$ cat src/rtl/trigger_seq_pkg.sv
// Shared types for the trigger sequencer: FSM state encoding
// and the default width of configuration/index fields.
package trigger_seq_pkg;

  localparam int CNT_W_DEF = 8;

  typedef enum logic [2:0] {
    ST_IDLE,
    ST_DELAY,
    ST_BURST,
    ST_GAP,
    ST_DONE
  } state_e;

endpackage

$ cat src/rtl/seq_down_counter.sv
// Loadable down counter that stops at 1 and never wraps.
// Ports: clk, reset (sync, active-high), load/load_val, dec, cnt, term.
module seq_down_counter
  import trigger_seq_pkg::*;
#(
  parameter int W = CNT_W_DEF
) (
  input  logic         clk,
  input  logic         reset,
  input  logic         load,
  input  logic [W-1:0] load_val,
  input  logic         dec,
  output logic [W-1:0] cnt,
  output logic         term
);

  logic [W-1:0] cnt_q;
  logic [W-1:0] cnt_d;

  always_comb begin
    cnt_d = cnt_q;
    if (load) begin
      cnt_d = load_val;
    end else if (dec && (cnt_q > W'(1))) begin
      cnt_d = cnt_q - W'(1);
    end
  end

  always_ff @(posedge clk) begin
    if (reset) begin
      cnt_q <= '0;
    end else begin
      cnt_q <= cnt_d;
    end
  end

  assign cnt  = cnt_q;
  // Loaded values are always >= 1, so 1 marks the final cycle.
  assign term = (cnt_q <= W'(1));

endmodule

$ cat src/rtl/trigger_sequencer.sv
// Burst trigger sequencer: delay, then N bursts of trigger-high
// separated by gaps. Ports: fastclk, reset, start, abort, cfg_*,
// trigger, busy, done, aborted, burst_idx. All outputs registered
// except busy, which decodes the state register.
module trigger_sequencer
  import trigger_seq_pkg::*;
#(
  parameter int CNT_W = CNT_W_DEF
) (
  input  logic             fastclk,
  input  logic             reset,
  input  logic             start,
  input  logic             abort,
  input  logic [CNT_W-1:0] cfg_delay,
  input  logic [CNT_W-1:0] cfg_burst_len,
  input  logic [CNT_W-1:0] cfg_gap_len,
  input  logic [CNT_W-1:0] cfg_burst_count,
  output logic             trigger,
  output logic             busy,
  output logic             done,
  output logic             aborted,
  output logic [CNT_W-1:0] burst_idx
);

  function automatic logic [CNT_W-1:0] max1(
    input logic [CNT_W-1:0] v
  );
    return (v == '0) ? CNT_W'(1) : v;
  endfunction

  state_e           state_q, state_d;
  logic [CNT_W-1:0] idx_q, idx_d;
  logic [CNT_W-1:0] len_q, len_d;
  logic [CNT_W-1:0] gap_q, gap_d;
  logic [CNT_W-1:0] bcnt_q, bcnt_d;
  logic             trig_q, trig_d;
  logic             done_q, done_d;
  logic             abrt_q, abrt_d;

  logic             ld;
  logic [CNT_W-1:0] ld_val;
  logic             dec;
  logic [CNT_W-1:0] cnt;
  logic             term;

  seq_down_counter #(
    .W(CNT_W)
  ) u_cnt (
    .clk     (fastclk),
    .reset   (reset),
    .load    (ld),
    .load_val(ld_val),
    .dec     (dec),
    .cnt     (cnt),
    .term    (term)
  );

  always_comb begin
    state_d = state_q;
    idx_d   = idx_q;
    len_d   = len_q;
    gap_d   = gap_q;
    bcnt_d  = bcnt_q;
    abrt_d  = 1'b0;
    ld      = 1'b0;
    ld_val  = '0;
    dec     = 1'b0;
    unique case (state_q)
      ST_IDLE: begin
        if (start && !abort) begin
          len_d  = cfg_burst_len;
          gap_d  = cfg_gap_len;
          bcnt_d = cfg_burst_count;
          idx_d  = '0;
          if (cfg_burst_count == '0) begin
            state_d = ST_DONE;
          end else if (cfg_delay == '0) begin
            state_d = ST_BURST;
            ld      = 1'b1;
            ld_val  = max1(cfg_burst_len);
          end else begin
            state_d = ST_DELAY;
            ld      = 1'b1;
            ld_val  = cfg_delay;
          end
        end
      end
      ST_DELAY: begin
        if (abort) begin
          state_d = ST_IDLE;
          abrt_d  = 1'b1;
        end else if (term) begin
          state_d = ST_BURST;
          ld      = 1'b1;
          ld_val  = max1(len_q);
        end else begin
          dec = 1'b1;
        end
      end
      ST_BURST: begin
        if (abort) begin
          state_d = ST_IDLE;
          abrt_d  = 1'b1;
        end else if (term) begin
          if (idx_q == bcnt_q - CNT_W'(1)) begin
            state_d = ST_DONE;
          end else begin
            state_d = ST_GAP;
            ld      = 1'b1;
            ld_val  = max1(gap_q);
          end
        end else begin
          dec = 1'b1;
        end
      end
      ST_GAP: begin
        if (abort) begin
          state_d = ST_IDLE;
          abrt_d  = 1'b1;
        end else if (term) begin
          state_d = ST_BURST;
          idx_d   = idx_q + CNT_W'(1);
          ld      = 1'b1;
          ld_val  = max1(len_q);
        end else begin
          dec = 1'b1;
        end
      end
      ST_DONE: begin
        state_d = ST_IDLE;
      end
      default: begin
        state_d = ST_IDLE;
      end
    endcase
    // Outputs follow the next state so they line up with it.
    trig_d = (state_d == ST_BURST);
    done_d = (state_d == ST_DONE);
  end

  always_ff @(posedge fastclk) begin
    if (reset) begin
      state_q <= ST_IDLE;
      idx_q   <= '0;
      len_q   <= '0;
      gap_q   <= '0;
      bcnt_q  <= '0;
      trig_q  <= 1'b0;
      done_q  <= 1'b0;
      abrt_q  <= 1'b0;
    end else begin
      state_q <= state_d;
      idx_q   <= idx_d;
      len_q   <= len_d;
      gap_q   <= gap_d;
      bcnt_q  <= bcnt_d;
      trig_q  <= trig_d;
      done_q  <= done_d;
      abrt_q  <= abrt_d;
    end
  end

  assign trigger   = trig_q;
  assign busy      = (state_q != ST_IDLE);
  assign done      = done_q;
  assign aborted   = abrt_q;
  assign burst_idx = idx_q;

endmodule

$ cat config.mk
export PLATFORM = sky130hd
export DESIGN_NAME = trigger_sequencer
export DESIGN_NICKNAME = d
export VERILOG_FILES = /design/src/rtl/trigger_seq_pkg.sv /design/src/rtl/seq_down_counter.sv /design/src/rtl/trigger_sequencer.sv
export SDC_FILE = /design/constraint.sdc
export NUM_CORES = 1
export LEC_CHECK = 0
export CORE_UTILIZATION = 40
export DETAILED_ROUTE_END_ITERATION = 10
export MAX_ROUTING_LAYER = met4
export PLACE_DENSITY = 0.66
export SYNTH_ARGS = -nofsm -noshare
export SYNTH_HDL_FRONTEND = slang
export SYNTH_SLANG_ARGS = --single-unit
$ cat constraint.sdc
create_clock -name fastclk -period 2.35 [get_ports fastclk]
set_input_delay 0.5875 -clock fastclk [delete_from_list [all_inputs] [get_ports fastclk]]
set_output_delay 0.5875 -clock fastclk [all_outputs]
set_load 0.02 [all_outputs]
# After elaboration in Yosys (flattened, before gate mapping)
# Cells that the tools add are included.
[word_totals]
ramBits = 0
reg_bits = 46
mem_count = 0
romBits = 0
input_bits = 36
output_inout_bits = 12
latch_bits = 0
[classes]
shifts = 0
mul = 0
n_bitwise = 1
muxes = 39
n_reduce_logical = 17
div = 0
n_eq_ne = 9
addsub = 3
magnitude_cmp = 2
[ops]
columns = ["operator", "n"]
rows = [
  ["$mux 8", 16],
  ["$logic_not 8->1", 5],
  ["$pmux 8 s3", 1],
  ["$mux 3", 7],
  ["$pmux 8 s2", 1],
  ["$sub 8x1->8 const B", 2],
  ["$mux 1", 11],
  ["$eq 3x2->1 const B", 3],
  ["$pmux 3 s3", 1],
  ["$add 8x1->8 const B", 1],
  ["$eq 8x8->1", 1],
  ["$gt 8x1->1 const B", 1],
  ["$le 8x1->1 const B", 1],
  ["$ne 2x2->1 const B", 3],
  ["$reduce_and 4->1", 1],
  ["$reduce_bool 2->1", 2],
  ["$reduce_or 2->1", 2],
  ["$eq 3x1->1 const B", 1],
  ["$eq 3x3->1 const B", 1],
  ["$logic_not 3->1", 1],
  ["$pmux 1 s3", 1],
  ["$reduce_bool 3->1", 1],
  ["$reduce_or 3->1", 1],
  ["$logic_and 1x1->1", 2],
  ["4 further kinds", 4],
]

# Longest topological paths before layout
[depth]
word_depth = 7
mapped_depth = 10
mapped_depth_nobuf = 8

# Cells and area by module
# A second synthesis with hierarchy kept.
[unflattened]
cells_unflattened = 313
area_unflattened_um2 = 2512.4
[by_module_without_submodules]
columns = ["mod", "instances", "cells_per_inst", "area_per_inst_um2"]
rows = [
  ["trigger_sequencer", 1, 257, 2015.7],
  ["seq_down_counter", 1, 56, 496.7],
]

# Worst setup path after synthesis
# Ideal clock, no wire load.
[synth_path]
path_kind = "register to register"
startpoint = "register u_cnt.cnt_q[2] (netlist: u_cnt.cnt[2])"
endpoint = "register u_cnt.cnt_q[6] (netlist: u_cnt.cnt[6])"
stages_incl_launch_ff = 8
slack_ns = -0.025
path_buffers = 2
setup_time_ns = 0.134
t_arrival_ns = 2.241
path_cell_list = "dfxtp_1 or4_4 or4_1 buf_2 or3_1 buf_2 a211oi_2 a211oi_1"
[synth_between]
elab_chain_len = 6
elab_cells_between_ends = 20
classes_between = "add/sub: 1; order compare: 2; mux: 15; reduce/logical: 2"
[synth_rtl]
columns = ["element", "line_no", "text"]
rows = [
  ["from (decl)", "seq_down_counter.sv:17", "logic [W-1:0] cnt_q;"],
  ["from (signal assigned)", "seq_down_counter.sv:33", "cnt_q <= cnt_d;"],
  ["$le 8x1->1", "seq_down_counter.sv:39", "assign term = (cnt_q <= W'(1));"],
  ["$mux 1", "trigger_sequencer.sv:92, trigger_sequencer.sv:104, trigger_sequencer.sv:120", ""],
  ["$mux 1", "trigger_sequencer.sv:117", "if (abort) begin"],
  ["$mux 1", "-", ""],
  ["$logic_and 1x1->1", "seq_down_counter.sv:24", "end else if (dec && (cnt_q > W'(1))) begin"],
  ["$reduce_bool 2->1 (no source line)", "-", ""],
]
# Parallel ways exist; a longest one is shown, timed or not. The select of a mux whose other input is x is not followed.
# A chain may end at the register's enable or synchronous reset.

# Worst setup path after layout
[layout_path]
startpoint = "register u_cnt.cnt_q[5] (netlist: u_cnt.cnt[5])"
endpoint = "register u_cnt.cnt_q[3] (netlist: u_cnt.cnt[3])"
# The elaborated chain is that of the path after synthesis.

==> flow_summary.toml <==
[run_status]
status = "complete, no violations"

[setup_path]
max_stage_delay_ns = 0.54
cp.required_ns = 2.55
crit_type = "reg2reg"
crit_chain = "or4_4 > or4_4 > buf_4 > nor3_4 > o21ai_4 > a221oi_1"
start_kind = "flip-flop"
endpoint_kind = "flip-flop"
crit_fanout = 7
worstPathArrival_ns = 2.51
cp_top_family = "simple AND/OR/NAND/NOR gates"
crit_top_cell = "or4_4"
critPathBufInv = 1
crit_path_top_delay_cell = "or4_4"

[synth]
synth-seq-area-share_pct = 35.6
synth_area_per_cell_sq_um = 7.66
netlist_area_sq_um = 2590
synth_edf_count = 0
syn-num-nets = 378
synth-seq-cells = 46
yosysUniqueCellTypes = 51
netlist_top_cells_count = "nand2_1 (69), dfxtp_1 (46), a21oi_1 (45)"
synth_area_leaders = "dfxtp_1 (36%), nand2_1 (10%), a21oi_1 (8.7%), xnor2_1 (4.7%), nor2_1 (3.5%)"
synth_top_area_share_pct = 35.6
synth_top_area_cell = "dfxtp_1"
yosys_most_used_dff = "dfxtp_1"
yosysWarnings = 0
synthArstFlopShare_pct = 0
syn_inst = 338
synth_most_common_cell = "nand2_1"

[job]
cap_violations = 0

[clock_tree]
h-tree-depth = 2
clk_path_buf_depth = 2
cts_buffers = 5
clock-root-buffer = "clkbuf_8"
clk_latency_ns = 0.31
cts_hold_buf = 0
clkTransAtPathRegs_ns = 0.09
clock_sinks = 46
cts_tree = "yes"

[placed_design]
dpl.hpwl_um = 5760
place_congestion = 0.854
place_inst = 500
io_buffers = 47

[sta]
max_slew.worst_pin.slew_ns = 0.532
period_needed_ns = 2.31
final-hold-violation-count = 0
setup_tns_ns = 0
slew_viol_final = 0
setup_viol = 0
slew_headroom_pct = 64.4
rsz0062_at_grt = "true"
fmax_mhz = 433
fin_crit_sh_pct = 98.2
skew_ns = 0.00674

[floorplan]
core_sq_um = 6100
start_util_pct = 42.5
chipWidth_um = 82.5
chipHeight_um = 82.5
placementRows = 28
die_area_sq_um = 6800
num_io_pins = 48

[grt]
grt_pass1_wl_um = 12300
grt_pass1_vias = 2637
grt_max_degree = 25
grt_use_met1_pct = 33.4
antenna_found_initial = 0
grtUsageMet3_pct = 3.63
grt_use_met2_pct = 38.3
grtUsageTotal_pct = 24.7
overflow = 0
busiest_layer = "met2"

[route]
drt_pre_antenna_iters = 4
drc = 0
dr_total_vias = 2790
antenna_left = 0
viasPerCell = 5.46
wire_per_inst_um = 14.5
drt_wl_total_um = 7400
drt_iter0_drc = 119

[final_layout]
layout-drive-gt1-share_pct = 20.4
syn_to_final_growth_pct = 43.2
diodes = 0
nNetsFinal = 475
fillerInstances = 596
instances_no_fill = 511

[worst_hold_path]
hold_path.class = "reg2reg"

[pwr]
peakVddDrop_uv = 338
leakage_nw = 1.49
power_density_nw_per_um2 = 498
==> tightest hold or removal path: cells and delay by family, from the launching register on <==
kind	cells	cell delay [ns]
and+or+nand+nor	1	0.05
DFF	1	0.33
AOI/OAI and AO/OA	1	0.05
==> power breakdown <==
part | leakage, nW | internal [mW] | total, mW | switching [mW]
Sequential | 0.374 | 0.814 | 0.847 | 0.0338
Clock | 0.0483 | 0.210 | 0.502 | 0.292
Combinational | 1.07 | 0.259 | 0.497 | 0.238
Total | 1.49 | 1.28 | 1.85 | 0.564
==> routing by layer <==
| metal | share of wire [%] | vias up |
|---|---|---|
| li1 | - | 1398 |
| met1 | 49 | 1310 |
| met2 | 46 | 71 |
| met3 | 3.8 | 11 |
| met4 | 1.5 | 0 |
| met5 | 0 | - |
==> sequential cells by signal, indices dropped and copies added (netlist names) <==
| name | count |
|---|---|
| aborted | 1 |
| burst_idx | 8 |
| gap_q | 8 |
| trigger | 1 |
| u_cnt.cnt | 8 |
| done | 1 |
| bcnt_q | 8 |
| state_q | 3 |
| len_q | 8 |
==> cells by family (layout without fill, tap and decap cells) <==
logic type / count (synthesis) / after routing / synth area share [%]
flip-flops: 46 / 46 / 35.6
multiplexers: 6 / 6 / 2.37
AND/OR/NAND/NOR: 150 / 150 / 28.8
XOR/XNOR: 21 / 21 / 7.10
buffers and inverters: 27 / 125 / 4.06
adder cells (fa/ha/maj): 4 / 4 / 1.93
AO/OA/AOI/OAI: 84 / 84 / 20.1
==> timing repair <==
action,4_1_cts,5_1_grt
buffers inserted,2,1
setup endpoints to repair,16,9
gates resized for setup,11,10
pin swaps,6,8
endpoints found under the hold margin,0,0
==> path summary, 6_finish.rpt <==
path                                           startpoint                   endpoint  slack [ns]  cells after the start
worst min register to register      len_q[6]$_SDFFE_PP0P_      len_q[6]$_SDFFE_PP0P_        0.47                      2
worst min-delay path                len_q[6]$_SDFFE_PP0P_      len_q[6]$_SDFFE_PP0P_        0.47                      2
worst max register to register  u_cnt.cnt[5]$_SDFFE_PP0P_  u_cnt.cnt[3]$_SDFFE_PP0P_        0.04                      6
worst max-delay path            u_cnt.cnt[5]$_SDFFE_PP0P_  u_cnt.cnt[3]$_SDFFE_PP0P_        0.04                      6
==> layout make-up <==
cell class	instances	area (sq um)	area share [%]
Timing Repair Buffer	110	958	25.8
Inverter	7	26.3	0.708
Multi-Input combinational cell	265	1620	43.7
Clock inverter	3	18.8	0.506
Tap cell	75	93.8	2.53
Clock buffer	5	68.8	1.85
Sequential cell	46	921	24.8
==> per-stage QoR <==
| step | worst slack (ns) | util (%) | instance area (sq um) | power [mW] | hold WS, ns |
|---|---|---|---|---|---|
| 2_1_floorplan | 0.00225 | - | 2590 | 1.11 | 0.433 |
| 3_3_place_gp | -0.545 | 57.8 | 3530 | 1.32 | 0.443 |
| 3_5_place_dp | -0.586 | 57.8 | 3530 | 1.33 | 0.453 |
| 4_1_cts | 0.0291 | 60.1 | 3660 | 1.84 | 0.466 |
| 5_1_grt | -0.0568 | 60.9 | 3710 | 1.93 | 0.492 |
| 6_report | 0.0413 | 60.9 | 3710 | 1.85 | 0.475 |
==> placed cells by master, fill, tap and decap left out, types with 6 or more instances in the layout <==
cell / count
o21ai_0: 6
inv_1: 7
nand2_1: 68
xor2_1: 7
a21oi_1: 45
clkdlybuf4s50_1: 44
xnor2_1: 14
nand3_1: 7
nor4_1: 11
dfxtp_1: 46
buf_4: 60
nor2_1: 23
nor3_1: 7
Note: power is estimated with default switching activity, not from simulation.
